===== src/rtl/usb_rx_gen_pkg.sv =====
// Shared types for the parametrised USB serial receiver.
package usb_rx_gen_pkg;

    // Line state delivered by the clock/data-recovery block.
    typedef enum logic [1:0] {
        D_SE0 = 2'b00,
        D_J   = 2'b01,
        D_K   = 2'b10,
        D_SE1 = 2'b11
    } d_port_t;

    // Packet status / cause of the most recent error.
    typedef enum logic [2:0] {
        RX_OK     = 3'd0,
        ERR_STUFF = 3'd1,
        ERR_SE1   = 3'd2,
        ERR_EOP   = 3'd3,
        ERR_ALIGN = 3'd4
    } rx_err_t;

    // Receiver packet-level states.
    typedef enum logic [2:0] {
        S_IDLE  = 3'd0,
        S_SYNC  = 3'd1,
        S_DATA  = 3'd2,
        S_EOP   = 3'd3,
        S_ABORT = 3'd4
    } rx_state_t;

    // True for the two differential data levels (the only ones carrying a bit).
    function automatic logic is_jk(input d_port_t s);
        return (s == D_J) || (s == D_K);
    endfunction

endpackage


===== src/rtl/usb_rx_gen_nrzi_unstuff.sv =====
// NRZI decoder and bit unstuffer; outputs are combinational views of the
// current sample so the packet FSM can act on the same strobe.
module usb_nrzi_unstuff
    import usb_rx_gen_pkg::*;
#(
    parameter int unsigned STUFF_LEN = 6
) (
    input  logic    clk,
    input  logic    reset,
    input  logic    clk_en,
    input  d_port_t rxd,
    input  logic    sync_start,
    output logic    bit_o,
    output logic    bit_en,
    output logic    stuff_err
);

    localparam int unsigned ONES_W = $clog2(STUFF_LEN + 1);

    d_port_t           prev_lvl;
    logic [ONES_W-1:0] ones_cnt;
    logic              jk_c;
    logic              at_limit_c;

    // Decode the current sample against the line history and stuffing state.
    always_comb begin
        jk_c       = clk_en && is_jk(rxd);
        at_limit_c = (ones_cnt == ONES_W'(STUFF_LEN));
        bit_o      = (rxd == prev_lvl);
        bit_en     = jk_c && !at_limit_c;
        stuff_err  = jk_c && at_limit_c && bit_o;
    end

    // Line history follows every J/K; ones counter restarts at SYNC end.
    always_ff @(posedge clk or posedge reset) begin
        if (reset) begin
            prev_lvl <= D_J;
            ones_cnt <= '0;
        end else if (clk_en) begin
            if (jk_c) begin
                prev_lvl <= rxd;
            end
            if (sync_start) begin
                ones_cnt <= '0;
            end else if (jk_c) begin
                if (at_limit_c || !bit_o) begin
                    ones_cnt <= '0;
                end else begin
                    ones_cnt <= ones_cnt + ONES_W'(1);
                end
            end
        end
    end

endmodule


===== src/rtl/usb_rx_gen.sv =====
// Parametrised USB receiver: SYNC detect, word assembly, EOP and error handling.
module usb_rx_gen
    import usb_rx_gen_pkg::*;
#(
    parameter int unsigned SYNC_LEN  = 8,
    parameter int unsigned STUFF_LEN = 6,
    parameter int unsigned DATA_W    = 8,
    parameter int unsigned EOP_SE0   = 2,
    parameter int unsigned IDLE_LEN  = 2
) (
    input  logic              clk,
    input  logic              reset,
    input  logic              clk_en,
    input  d_port_t           rxd,
    output logic [DATA_W-1:0] data,
    output logic              valid,
    output logic              active,
    output logic              eop,
    output logic              error,
    output rx_err_t           err_code
);

    localparam int unsigned SYNC_W = $clog2(SYNC_LEN);
    localparam int unsigned BIT_W  = $clog2(DATA_W);
    localparam int unsigned SE0_W  = 2;
    localparam int unsigned IDLE_W = $clog2(IDLE_LEN + 1);

    rx_state_t         state, state_n;
    logic [SYNC_W-1:0] sync_cnt, sync_cnt_n;
    logic [BIT_W-1:0]  bit_cnt, bit_cnt_n;
    logic [SE0_W-1:0]  se0_cnt, se0_cnt_n;
    logic [IDLE_W-1:0] idle_cnt, idle_cnt_n;
    logic [DATA_W-2:0] shift, shift_n;
    logic [DATA_W-1:0] data_n;
    logic              valid_n, active_n, eop_n, error_n;
    logic              done, done_n;
    rx_err_t           err_code_n;

    logic              sync_start_c;
    logic              bit_c, bit_en_c, stuff_err_c;
    logic [DATA_W-1:0] word_c;
    d_port_t           sync_expect_c;

    usb_nrzi_unstuff #(
        .STUFF_LEN(STUFF_LEN)
    ) u_nrzi (
        .clk       (clk),
        .reset     (reset),
        .clk_en    (clk_en),
        .rxd       (rxd),
        .sync_start(sync_start_c),
        .bit_o     (bit_c),
        .bit_en    (bit_en_c),
        .stuff_err (stuff_err_c)
    );

    // Next-state and next-output logic; pulses default low every clock.
    always_comb begin
        state_n       = state;
        sync_cnt_n    = sync_cnt;
        bit_cnt_n     = bit_cnt;
        se0_cnt_n     = se0_cnt;
        idle_cnt_n    = idle_cnt;
        shift_n       = shift;
        data_n        = data;
        valid_n       = 1'b0;
        eop_n         = 1'b0;
        error_n       = 1'b0;
        done_n        = 1'b0;
        active_n      = done ? 1'b0 : active;
        err_code_n    = err_code;
        sync_start_c  = 1'b0;
        word_c        = {bit_c, shift};
        sync_expect_c = (sync_cnt >= SYNC_W'(SYNC_LEN - 2)) ? D_K
                      : (sync_cnt[0] ? D_J : D_K);

        if (clk_en) begin
            case (state)
                S_IDLE: begin
                    if (rxd == D_K) begin
                        state_n    = S_SYNC;
                        sync_cnt_n = SYNC_W'(1);
                        err_code_n = RX_OK;
                    end
                end
                S_SYNC: begin
                    if (rxd != sync_expect_c) begin
                        state_n = S_IDLE;
                    end else if (sync_cnt == SYNC_W'(SYNC_LEN - 1)) begin
                        state_n      = S_DATA;
                        active_n     = 1'b1;
                        bit_cnt_n    = '0;
                        sync_start_c = 1'b1;
                    end else begin
                        sync_cnt_n = sync_cnt + SYNC_W'(1);
                    end
                end
                S_DATA: begin
                    case (rxd)
                        D_SE0: begin
                            state_n   = S_EOP;
                            se0_cnt_n = SE0_W'(1);
                        end
                        D_SE1: begin
                            state_n    = S_ABORT;
                            error_n    = 1'b1;
                            err_code_n = ERR_SE1;
                            idle_cnt_n = '0;
                        end
                        default: begin
                            if (stuff_err_c) begin
                                state_n    = S_ABORT;
                                error_n    = 1'b1;
                                err_code_n = ERR_STUFF;
                                idle_cnt_n = '0;
                            end else if (bit_en_c) begin
                                shift_n = word_c[DATA_W-1:1];
                                if (bit_cnt == BIT_W'(DATA_W - 1)) begin
                                    data_n    = word_c;
                                    valid_n   = 1'b1;
                                    bit_cnt_n = '0;
                                end else begin
                                    bit_cnt_n = bit_cnt + BIT_W'(1);
                                end
                            end
                        end
                    endcase
                end
                S_EOP: begin
                    if (rxd == D_SE0) begin
                        if (se0_cnt != '1) begin
                            se0_cnt_n = se0_cnt + SE0_W'(1);
                        end
                    end else if (rxd == D_J && se0_cnt >= SE0_W'(EOP_SE0)) begin
                        state_n = S_IDLE;
                        done_n  = 1'b1;
                        // A single trailing dribble bit is tolerated.
                        if (bit_cnt <= BIT_W'(1)) begin
                            eop_n = 1'b1;
                        end else begin
                            error_n    = 1'b1;
                            err_code_n = ERR_ALIGN;
                        end
                    end else begin
                        state_n    = S_ABORT;
                        error_n    = 1'b1;
                        err_code_n = ERR_EOP;
                        idle_cnt_n = '0;
                    end
                end
                S_ABORT: begin
                    if (rxd == D_J) begin
                        if (idle_cnt == IDLE_W'(IDLE_LEN - 1)) begin
                            state_n    = S_IDLE;
                            idle_cnt_n = '0;
                            done_n     = 1'b1;
                        end else begin
                            idle_cnt_n = idle_cnt + IDLE_W'(1);
                        end
                    end else if (rxd != D_SE0) begin
                        idle_cnt_n = '0;
                    end
                end
                default: state_n = S_IDLE;
            endcase
        end
    end

    // State, counters and registered outputs.
    always_ff @(posedge clk or posedge reset) begin
        if (reset) begin
            state    <= S_IDLE;
            sync_cnt <= '0;
            bit_cnt  <= '0;
            se0_cnt  <= '0;
            idle_cnt <= '0;
            shift    <= '0;
            data     <= '0;
            valid    <= 1'b0;
            active   <= 1'b0;
            eop      <= 1'b0;
            error    <= 1'b0;
            done     <= 1'b0;
            err_code <= RX_OK;
        end else begin
            state    <= state_n;
            sync_cnt <= sync_cnt_n;
            bit_cnt  <= bit_cnt_n;
            se0_cnt  <= se0_cnt_n;
            idle_cnt <= idle_cnt_n;
            shift    <= shift_n;
            data     <= data_n;
            valid    <= valid_n;
            active   <= active_n;
            eop      <= eop_n;
            error    <= error_n;
            done     <= done_n;
            err_code <= err_code_n;
        end
    end

endmodule


===== config.mk =====
export PLATFORM = sky130hd
export DESIGN_NAME = usb_rx_gen
export DESIGN_NICKNAME = d
export VERILOG_FILES = /design/src/rtl/usb_rx_gen_pkg.sv /design/src/rtl/usb_rx_gen_nrzi_unstuff.sv /design/src/rtl/usb_rx_gen.sv
export SDC_FILE = /design/constraint.sdc
export NUM_CORES = 1
export LEC_CHECK = 0
export CORE_ASPECT_RATIO = 0.8
export CORE_MARGIN = 4
export CORE_UTILIZATION = 57
export DETAILED_ROUTE_END_ITERATION = 8
export DONT_BUFFER_PORTS = 1
export PLACE_DENSITY = 0.69
export SYNTH_ARGS = -nofsm -noshare
export SYNTH_HDL_FRONTEND = slang
export SYNTH_SLANG_ARGS = --single-unit

===== constraint.sdc =====
create_clock -name clk -period 3.6 [get_ports clk]
set_input_delay 1.08 -clock clk [delete_from_list [all_inputs] [get_ports clk]]
set_output_delay 1.08 -clock clk [all_outputs]
set_load 0.01 [all_outputs]

## Yosys cells after proc, flatten, opt, wreduce, memory -nomap -nowiden

Index checks and enable logic that the tools add are counted.
Widths: inputs -> output; s select.

| storage, ports and cells | value |
|---|---|
| bits in registers | 41 |
| input port bits | 5 |
| output and inout bits | 15 |
| word-level logic and storage cells | 165 |

| operators by class | value |
|---|---|
| $add $sub $neg | 5 |
| $lt $le $gt $ge | 3 |
| equality and inequality tests | 34 |
| muxes and demuxes | 77 |
| bitwise logic cells | 2 |
| reductions and logical operators | 29 |

Operator list:

| cell | number |
|---|---|
| $mux 3 | 24 |
| $ne 2x2->1 const B | 16 |
| $mux 1 | 30 |
| $reduce_and 7->1 | 4 |
| $pmux 3 s2 | 4 |
| $mux 2 | 11 |
| $pmux 3 s5 | 1 |
| $reduce_and 5->1 | 3 |
| $eq 3x3->1 const B | 4 |
| $ne 3x3->1 const B | 4 |
| $reduce_bool 2->1 | 5 |
| $add 3x1->3 const B | 3 |
| $pmux 3 s3 | 1 |
| $pmux 2 s2 | 2 |
| $eq 3x2->1 const B | 2 |
| $pmux 1 s2 | 3 |
| $pmux 2 s3 | 1 |
| $reduce_and 6->1 | 1 |
| $reduce_bool 3->1 | 2 |
| $logic_and 1x1->1 | 5 |
| $add 2x1->2 const B | 2 |
| $eq 2x1->1 const B | 2 |
| $eq 2x2->1 const B | 2 |
| $ne 4x4->1 const B | 1 |
| 13 further kinds | 17 |

## Longest topological paths before layout

Gate-level depths: netlist of the first run.

| logic depth | value |
|---|---|
| word-level depth | 9 |
| gate-level depth with buffers | 7 |
| gate-level depth less buffers | 7 |

## By module

A second synthesis of the first run with hierarchy kept.

| unflattened totals | value |
|---|---|
| cells, all modules | 201 |
| area, all modules | 2267.2 um2 |

By module, submodules not included:

| module | instances | cells an instance | area an instance (um2) | seq. area each (um2) |
|---|---|---|---|---|
| usb_rx_gen | 1 | 161 | 1895.6 | 900.9 |
| usb_nrzi_unstuff | 1 | 40 | 371.6 | 126.4 |

## Worst setup path after synthesis of the first run

No wires, ideal clock.

| timing path | value |
|---|---|
| kind | input to register |
| start | input port rxd[0] |
| end | register bit_cnt[0] |
| library setup time | 128 ps |
| data arrival time | 2543 ps |
| required time | 3472 ps |
| setup slack | 930 ps |
| cell stages on the path | 7 |
| buffers on the path | 0 |
| cell sequence | inv_1 ha_1 nand2_2 a21oi_2 nand2_4 a221oi_4 mux2_1 |

| on the way | value |
|---|---|
| cells in the longest elaborated chain, start to end | 7 |
| elaborated cells on any way between the ends | 17 |
| classes of those cells | 9 x eq/ne; 8 x reduce/logical |

Ends and longest elaborated chain:

| what | line | RTL |
|---|---|---|
| start, declared | usb_rx_gen.sv:14 | `input d_port_t rxd,` |
| $eq 2x1->1 / $eq 2x2->1 (equally long branches) | usb_rx_gen_pkg.sv:32 | `return (s == D_J) \|\| (s == D_K);` |
| $logic_or 1x1->1 | usb_rx_gen_pkg.sv:32 |  |
| $logic_and 1x1->1 | usb_rx_gen_nrzi_unstuff.sv:27 | `jk_c = clk_en && is_jk(rxd);` |
| $logic_and 1x1->1 (2 in series) | usb_rx_gen_nrzi_unstuff.sv:31 | `stuff_err = jk_c && at_limit_c && bit_o;` |
| $ne 2x2->1 (no line) | n/a |  |
| $reduce_and 7->1 (no line) (*) | n/a |  |
| end signal, assigned | usb_rx_gen.sv:188 | `bit_cnt <= bit_cnt_n;` |
| end, declared | usb_rx_gen.sv:30 | `logic [BIT_W-1:0] bit_cnt, bit_cnt_n;` |

Every way passes the cells marked *; elsewhere a longest branch is shown, timed or not.
A chain may end at the register's enable or synchronous reset.

## Worst setup path in the final report of the first run

| timing path | value |
|---|---|
| start | input port rxd[0] |
| end | register bit_cnt[1] |

Same word-level chain as after synthesis.

==> results of run 1 <==
## cells by family after synthesis
logic type,synth area share (%)
buffers and inverters,3.50
muxes,12.2
AOI/OAI and AO/OA,13.9
DFF,47.1
xor gates and xnor gates,0.803
adders and majority gates,8.03
and+or+nand+nor,14.6
## path summary, 6_finish.rpt
kind | slack (ns) | endpoint | cells past startpoint | from
worst max-delay path | 1.02 | bit_cnt[1] | 7 | rxd[0]
worst min-delay path | 0.50 | u_nrzi.prev_lvl[0] | 2 | u_nrzi.prev_lvl[0]
worst max register to register | 1.60 | err_code[0] | 7 | u_nrzi.ones_cnt[0]
worst min register to register | 0.50 | u_nrzi.prev_lvl[0] | 2 | u_nrzi.prev_lvl[0]
max in group asynchronous | 2.15 | active | 2 | reset
min in group asynchronous | 0.86 | valid | 1 | reset
## per-layer routing
layer / track usage, % / vias up / share of wire (%)
met3: 5.27 / 2 / 7.6
li1: - / 717 / -
met5: 0 / - / 0
met1: 26.3 / 729 / 46
met4: 4.00 / 0 / 0.21
met2: 30.1 / 69 / 46
## synthesized netlist by cell type (3+ instances only)
library cell	number	area [um2]
a21oi_1	8	40.0
a22o_1	3	26.3
and3_1	3	18.8
dfrtp_1	40	1000
ha_1	14	175
inv_1	14	52.6
mux2_1	4	45.0
mux2_2	16	180
mux2i_1	4	40.0
nand2_1	10	37.5
nand2b_1	6	37.5
nand3_1	5	25.0
nor2_1	10	37.5
nor2b_1	4	25.0
nor3_1	8	40.0
o21ai_0	9	45.0
## layout make-up
type                            instances  area (um2)  area share (%)
Inverter                               14        52.6            2.24
Timing Repair Buffer                    1        20.0           0.853
Multi-Input combinational cell        139        1080            45.9
Sequential cell                        41        1030            43.8
Clock inverter                          1        30.0            1.28
Tap cell                               42        52.6            2.24
Clock buffer                            7        86.3            3.68
## report_power, final
part	switching, mW	internal (mW)
logic	0.248	0.197
clock network	0.148	0.226
registers	0.133	0.567
## cells in the final DEF, fill, tap and decap left out, types with 2 or more instances in the layout
cell type	instances
o21ai_1	2
a21oi_1	8
ha_1	14
xor2_1	2
clkbuf_8	6
nor2_1	10
nand3_1	5
mux2_1	4
and3_1	3
or3_1	2
a22oi_1	2
nor3_1	8
o41a_1	2
mux2i_1	4
mux2_2	16
dfrtp_1	40
nand2b_1	6
o21ai_0	9
o2bb2ai_1	2
a22o_1	3
nor2b_1	4
inv_1	14
nand2_1	10
## worst reg2reg max path: stages (launching register included)
cell and delay, ns:
dfrtp_1 0.42, inv_1 0.08, ha_1 0.21, nand4_1 0.14, o32a_1 0.36, nor3_2 0.37
o21ai_0 0.17, o2bb2ai_1 0.15
## stage by stage
| stage | setup WS, ns | total power [mW] | hold WS [ns] | cell area (um2) |
|---|---|---|---|---|
| 3_3_place_gp | 0.823 | 1.11 | 0.487 | 2230 |
| 2_1_floorplan | 0.930 | 1.04 | 0.466 | 2180 |
| 4_1_cts | 1.02 | 1.53 | 0.510 | 2350 |
| 6_report | 1.02 | 1.52 | 0.502 | 2350 |
| 5_1_grt | 0.925 | 1.63 | 0.528 | 2350 |
| 3_5_place_dp | 0.751 | 1.15 | 0.500 | 2230 |
## flip-flops by register name, indices dropped and copies added (netlist names)
register,flops
state,3
err_code,3
data,8
eop,1
done,1
bit_cnt,3
error,1
idle_cnt,2
valid,1
u_nrzi.ones_cnt,3
active,1
shift,7
sync_cnt,3
se0_cnt,2
u_nrzi.prev_lvl,2
==> flow_summary.json, run 1 <==
{
  "status": "finished, final reports clean",
  "std_cell_rows": 19,
  "dpl.hpwl_mm": 3.25,
  "min_period_ns": 2.58,
  "relSlewSlack_pct": 43.4,
  "dr.pass1.iters": 5,
  "wl_mm": 4.33,
  "slowest_stage": "ha_1",
  "cp_max_fo": 9,
  "antenna_found_initial": 0,
  "cap_violations": 0,
  "die_x_um": 77.2,
  "async_flop_share_pct": 100,
  "syn_to_final_growth_pct": 7.57,
  "required_ns": 3.76,
  "cts_tree": "yes",
  "detail_route.wl_per_cell_um": 17.7,
  "setup_viol": 0,
  "clk_pin_slew_ns": 0.08,
  "num_antenna_cells": 0,
  "power.density_nw_per_um2": 647,
  "path_cells": "inv_1 > ha_1 > nand2_2 > a21oi_2 > nand2_4 > a221oi_4 > mux2_1",
  "via_per_inst": 6.19,
  "endpoint_kind": "flip-flop",
  "track_usage_pct": 19.0,
  "timing.setup.tns_ns": 0,
  "ys_seq_area_share_pct": 47.1,
  "syn_nets": 217,
  "core_region_area_um2": 3570,
  "hold_path_class": "reg2reg",
  "grt_pass1_wl_mm": 7.51,
  "cts_resized": 0,
  "max_freq_ghz": 0.387,
  "die-height_um": 63.3,
  "routed-via-count": 1517,
  "arrival_ns": 2.75,
  "dieArea_um2": 4890,
  "holdBufCountCts": 0,
  "drive_above_1_share_pct": 15.8,
  "worst-path-buf-inv": 1,
  "synth-main-ff-cell": "dfrtp_1",
  "synth.avg_cell_area_um2": 11.0,
  "post_cts_buffers": 0,
  "cts_buffers": 5,
  "slew_viol_final": 0,
  "yosys_register_bits": 41,
  "rsz0062_at_grt": "false",
  "tightest_slew_ns": 0.849,
  "grt_max_degree": 23,
  "cp_top_family": "compound AO/OA/AOI/OAI gates",
  "nNetsFinal": 221,
  "synth_edf_count": 0,
  "start_util_pct": 61.2,
  "globalRouteOverflowTotal": 0,
  "yosysWarnings": 0,
  "postSynthCellCount": 198,
  "io_buffers": 0,
  "dpl.cell_count": 237,
  "crit_type": "in2reg",
  "globalplace.congestion": 0.912,
  "clock_sinks": 41,
  "synth_area_um2": 2180,
  "clock_skew_ns": 0.00330,
  "num_io_pins": 20,
  "final_hold_viol_count": 0,
  "synth_cell_types": 49,
  "final_util_pct": 65.8,
  "first_iter_violations": 89,
  "cp_slowest_stage_delay_ns": 0.40,
  "n_fill_cell": 292,
  "htreeDepth": 2,
  "p_leak_nw": 1.13,
  "grt_pass1_vias": 1527,
  "clk_path_buf_depth": 2,
  "drtAntennaViolNets": 0,
  "drcViolationCount": 0,
  "final.period_utilization_pct": 71.8,
  "clk-insertion-delay-late_ns": 0.28,
  "fin_cells": 245,
  "critPathLaunchType": "input port",
  "peakVddDrop_uv": 513,
  "root_buffer": "clkbuf_8"
}
(Power assumes the default switching activity.)
==> inputs of run 2 (changes only) <==
- clock period: 3.6 -> 2.65 ns (I/O delays scaled with it)
==> run 2 against run 1 <==
  * Design area increased by 0.59%
  * Combinational power increased by 36%
  * Via count decreased by 0.33%
  * Setup slack got worse by 0.62 ns
  * Cell count increased by 1.2%
  * Highest routed layer unchanged
==> flow_summary.json, run 2 (same netlist as run 1, synthesis figures left out) <==
{
  "clock_sinks": 41,
  "syn_to_final_growth_pct": 8.20,
  "worst-path-buf-inv": 1,
  "required_ns": 2.83,
  "arrival_ns": 2.43,
  "cts_tree": "yes",
  "cp-startpoint": "rxd[0]",
  "dpl.hpwl_mm": 3.31,
  "die-height_um": 63.3,
  "drcViolationCount": 0,
  "mostFrequentLayoutCell": "dfrtp_1",
  "timing.setup.tns_ns": 0,
  "final_hold_viol_count": 0,
  "p_leak_nw": 1.14,
  "clk_pin_slew_ns": 0.08,
  "holdBufCountCts": 0,
  "layout_common_cells": "dfrtp_1, mux2_2, inv_1, ha_1",
  "critPathLaunchType": "input port",
  "std_cell_rows": 19,
  "drive_above_1_share_pct": 17.5,
  "power.density_nw_per_um2": 881,
  "track_usage_pct": 19.3,
  "slowest_stage": "ha_1",
  "cts_resized": 0,
  "wl_mm": 4.26,
  "die_x_um": 77.2,
  "nNetsFinal": 224,
  "top_regs": "data x8, shift x7",
  "top_register": "data",
  "root_buffer": "clkbuf_8",
  "final.period_utilization_pct": 85.0,
  "cts_buffers": 5,
  "drtAntennaViolNets": 0,
  "cap_violations": 0,
  "io_buffers": 0,
  "tightest_slew_ns": 0.587,
  "cp_slowest_stage_delay_ns": 0.42,
  "max_freq_ghz": 0.444,
  "detail_route.wl_per_cell_um": 17.2,
  "setup_viol": 0,
  "status": "finished, final reports clean",
  "min_period_ns": 2.25,
  "clk_path_buf_depth": 2,
  "via_per_inst": 6.10,
  "cp_top_family": "compound AO/OA/AOI/OAI gates",
  "peakVddDrop_uv": 466,
  "core_region_area_um2": 3570,
  "r2r-start": "state[0]",
  "endpoint_kind": "flip-flop",
  "first_iter_violations": 118,
  "clock_skew_ns": 0.00496,
  "path_cells": "inv_1 > ha_1 > nand4_1 > o32a_1 > nor3_2 > o21ai_0 > o2bb2ai_1",
  "totalPowerFinal_mw": 2.08,
  "post_cts_buffers": 0,
  "num_antenna_cells": 0,
  "globalplace.congestion": 0.923,
  "dr_wl_met2_mm": 1.90,
  "met1Wirelength_mm": 2.07,
  "grt_pass1_wl_mm": 7.49,
  "final_util_pct": 66.2,
  "crit_type": "in2reg",
  "cp_max_fo": 6,
  "antenna_found_initial": 0,
  "num_io_pins": 20,
  "grt_pass1_vias": 1535,
  "dr.pass1.iters": 4,
  "dieArea_um2": 4890,
  "largest_reg_flops": 8,
  "grt_max_degree": 22,
  "globalRouteOverflowTotal": 0,
  "clk-insertion-delay-late_ns": 0.30,
  "wl_met3_um": 259,
  "relSlewSlack_pct": 60.9,
  "start_util_pct": 61.2,
  "holdWs_ns": 0.430,
  "rr_worst_depth": 4,
  "routed-via-count": 1512,
  "n_fill_cell": 277,
  "worstReg2RegEnd": "bit_cnt[0]",
  "ff2ff_setup_slack_ns": 0.68,
  "top_layer": "met4",
  "htreeDepth": 2,
  "rsz0062_at_grt": "false",
  "slew_viol_final": 0,
  "hold_path_class": "in2async"
}
run 2: cell types whose count changed in the layout (fill, tap and decap cells not counted):
cell,change
buf_12,-1
buf_4,+4
clkbuf_1,-1
clkinvlp_4,+1
run 2: cell type report:
cell class / instances / area (um2) / area share, %
clock inverter: 2 / 37.5 / 1.59
sequential: 41 / 1030 / 43.5
inverter: 14 / 52.6 / 2.23
multi-input combinational: 139 / 1080 / 45.7
tap: 42 / 52.6 / 2.23
timing repair buffer: 4 / 30.0 / 1.27
clock buffer: 6 / 82.6 / 3.50
run 2: routing by layer:
layer  global-route usage (%)  vias up
li1                         -      721
met1                     27.1      742
met2                     29.0       46
met3                     5.56        3
met4                     6.00        0
met5                        0        -
run 2: worst register-to-register path: cells and delay by family, from the launching register on:
kind             cells  cell delay, ns
AO/OA/AOI/OAI        1            0.32
AND/OR/NAND/NOR      2            0.45
multiplexers         1            0.37
flip-flops           1            0.72
run 2: how the worst max path moves through the flow:
stage,endpoint,depth (start not counted)
floorplan,bit_cnt[0],7
global placement,bit_cnt[1],7
detailed placement,err_code[1],7
CTS,err_code[1],7
global route,err_code[1],7
finish,err_code[1],7
run 2: where the power goes:
part	internal, mW	switching [mW]
combinational	0.273	0.333
clock	0.306	0.216
sequential	0.770	0.183
run 2: metrics by stage:
step / setup slack (ns) / cell area [um2] / instances
final: 0.399 / 2360 / 248
after global routing: 0.305 / 2360 / 248
after CTS: 0.413 / 2360 / 248
after detailed placement: 0.0956 / 2240 / 240
after global placement: 0.206 / 2240 / 240
after floorplan: 0.265 / 2180 / 198
==> inputs of run 3 (changes only) <==
- CORE_UTILIZATION: 57 -> 56
- PLACE_DENSITY: 0.69 -> 0.71
- clock period: 2.65 -> 2.02 ns (I/O delays scaled with it)
==> run 3 against run 2 <==
  * Largest power group unchanged
  * Non-clock buffer count increased by 17
  * Sequential share of layout area fell by 2.9 points
  * Clock power grew 21%
  * Via count is 4.9% higher
  * Combinational power rose by 56%
  * Setup slack got worse by 0.27 ns
  * Power up 34%
  * Cell count is 10% higher
  * Critical path depth is the same
  * Sequential cell count unchanged
  * First-iteration DRC count decreased by 45%
  * Highest routed layer unchanged
==> flow_summary.json, run 3 (same netlist as run 1, synthesis figures left out) <==
{
  "status": "finished, final reports clean",
  "max_freq_ghz": 0.529,
  "top_regs": "data x8, shift x7",
  "stdcell_area_um2": 2530,
  "final.period_utilization_pct": 93.6,
  "required_ns": 2.19,
  "cp_max_fo": 5,
  "multiInputGateArea_um2": 1120,
  "grt_pass1_wl_mm": 7.74,
  "rsz0062_at_grt": "false",
  "io_buffers": 0,
  "path_cells": "inv_1 > ha_2 > nand4_1 > o32a_1 > nor3_4 > o21ai_1 > o2bb2ai_1",
  "globalplace.congestion": 0.887,
  "num_io_pins": 20,
  "first_iter_violations": 65,
  "endpoint_kind": "flip-flop",
  "crit_type": "reg2reg",
  "dr.pass1.iters": 4,
  "core_region_area_um2": 3590,
  "root_buffer": "clkbuf_8",
  "globalRouteOverflowTotal": 0,
  "dpl.hpwl_mm": 3.51,
  "antenna_found_initial": 0,
  "track_usage_pct": 19.8,
  "p_leak_nw": 1.22,
  "min_period_ns": 1.89,
  "die-height_um": 63.8,
  "final_hold_viol_count": 0,
  "grt_max_degree": 27,
  "relSlewSlack_pct": 56.8,
  "largest_reg_flops": 8,
  "clk_path_buf_depth": 2,
  "num_antenna_cells": 0,
  "wl_mm": 4.66,
  "setup_viol": 0,
  "dpl.cell_count": 267,
  "routed-via-count": 1586,
  "tightest_slew_ns": 0.641,
  "drtAntennaViolNets": 0,
  "drcViolationCount": 0,
  "post_dp_cell_area_um2": 2410,
  "clock_skew_ns": 0.00220,
  "seqCellArea_um2": 1030,
  "grt_pass1_vias": 1638,
  "cts_tree": "yes",
  "nNetsFinal": 241,
  "clock_sinks": 41,
  "cp_slowest_stage_delay_ns": 0.42,
  "cap_violations": 0,
  "clk-insertion-delay-late_ns": 0.29,
  "top_register": "data",
  "fin_cells": 274,
  "hold_path_class": "in2async",
  "clk_pin_slew_ns": 0.07,
  "std_cell_rows": 19,
  "slowest_stage": "dfrtp_1",
  "peakVddDrop_uv": 648,
  "syn_to_final_growth_pct": 15.8,
  "layout_common_cells": "dfrtp_1, buf_4, mux2_2",
  "power.density_nw_per_um2": 1100,
  "arrival_ns": 2.07,
  "dieArea_um2": 4970,
  "critPathLaunchType": "flip-flop",
  "slew_viol_final": 0,
  "htreeDepth": 2,
  "start_util_pct": 60.8,
  "final_util_pct": 70.4,
  "n_fill_cell": 266,
  "detail_route.wl_per_cell_um": 17.0,
  "via_per_inst": 5.79,
  "mostFrequentLayoutCell": "dfrtp_1",
  "holdWs_ns": 0.228,
  "die_x_um": 77.8,
  "cts_buffers": 5,
  "drive_above_1_share_pct": 25.2,
  "timing.setup.tns_ns": 0
}
==> run 3: changes by cell type in the layout (fill, tap and decap cells not counted), moves of 2 or more <==
| cell | delta |
|---|---|
| buf_4 | +17 |
| ha_1 | -2 |
| o21ai_0 | -2 |
| o21ai_1 | +2 |
==> run 3: stage by stage <==
stage / power (mW) / setup WS (ns)
after global routing: 2.99 / 0.0167
after global placement: 2.07 / -0.110
after detailed placement: 2.16 / -0.162
after floorplan: 1.88 / -0.0386
final: 2.79 / 0.129
after CTS: 2.79 / 0.0432
==> run 3: layout make-up <==
cell class | count | area share, %
clock inverters | 2 | 1.39
repair buffers | 21 | 6.24
clock buffers | 5 | 2.72
inverters | 14 | 2.08
well taps | 52 | 2.57
multi-input cells | 139 | 44.4
flip-flops and latches | 41 | 40.6
==> run 3: worst max-delay path, delay by kind of cell (launching register included) <==
kind | cells | cell delay, ns
flip-flops | 1 | 0.42
AND/OR/NAND/NOR | 2 | 0.43
AO/OA/AOI/OAI | 3 | 0.63
buffers and inverters | 1 | 0.08
adder cells (fa/ha/maj) | 1 | 0.22
==> run 3: per-layer routing <==
metal / GRT usage (%) / part of all wire (%) / up-vias
met1: 26.3 / 46 / 772
met4: 6.67 / 2.1 / 0
met3: 4.92 / 5.9 / 12
li1: - / - / 760
met5: 0 / 0 / -
met2: 31.9 / 46 / 42
==> run 3: what timing repair did <==
item | 4_1_cts | 5_1_grt
endpoints found under the hold margin | 0 | 0
setup endpoints to repair | 0 | 3
gates resized for setup | 0 | 2
hold buffers | 0 | 0
setup buffers | 0 | 0
==> run 3: worst paths after layout <==
| kind | depth (start not counted) | to | slack (ns) | startpoint |
|---|---|---|---|---|
| hold reg to reg | 2 | u_nrzi.prev_lvl[0] | 0.50 | u_nrzi.prev_lvl[0] |
| setup reg to reg | 7 | err_code[0] | 0.13 | u_nrzi.ones_cnt[0] |
| hold / removal | 2 | bit_cnt[2] | 0.23 | reset |
| setup / recovery | 7 | err_code[0] | 0.13 | u_nrzi.ones_cnt[0] |
| min in group clk | 1 | done | 0.44 | clk_en |
| max in group asynchronous | 2 | u_nrzi.prev_lvl[0] | 1.44 | reset |
==> run 3: power by group <==
group	leakage [nW]	internal, mW	switching [mW]
clock	0.0540	0.359	0.271
combinational	0.626	0.431	0.510
sequential	0.544	1.01	0.209
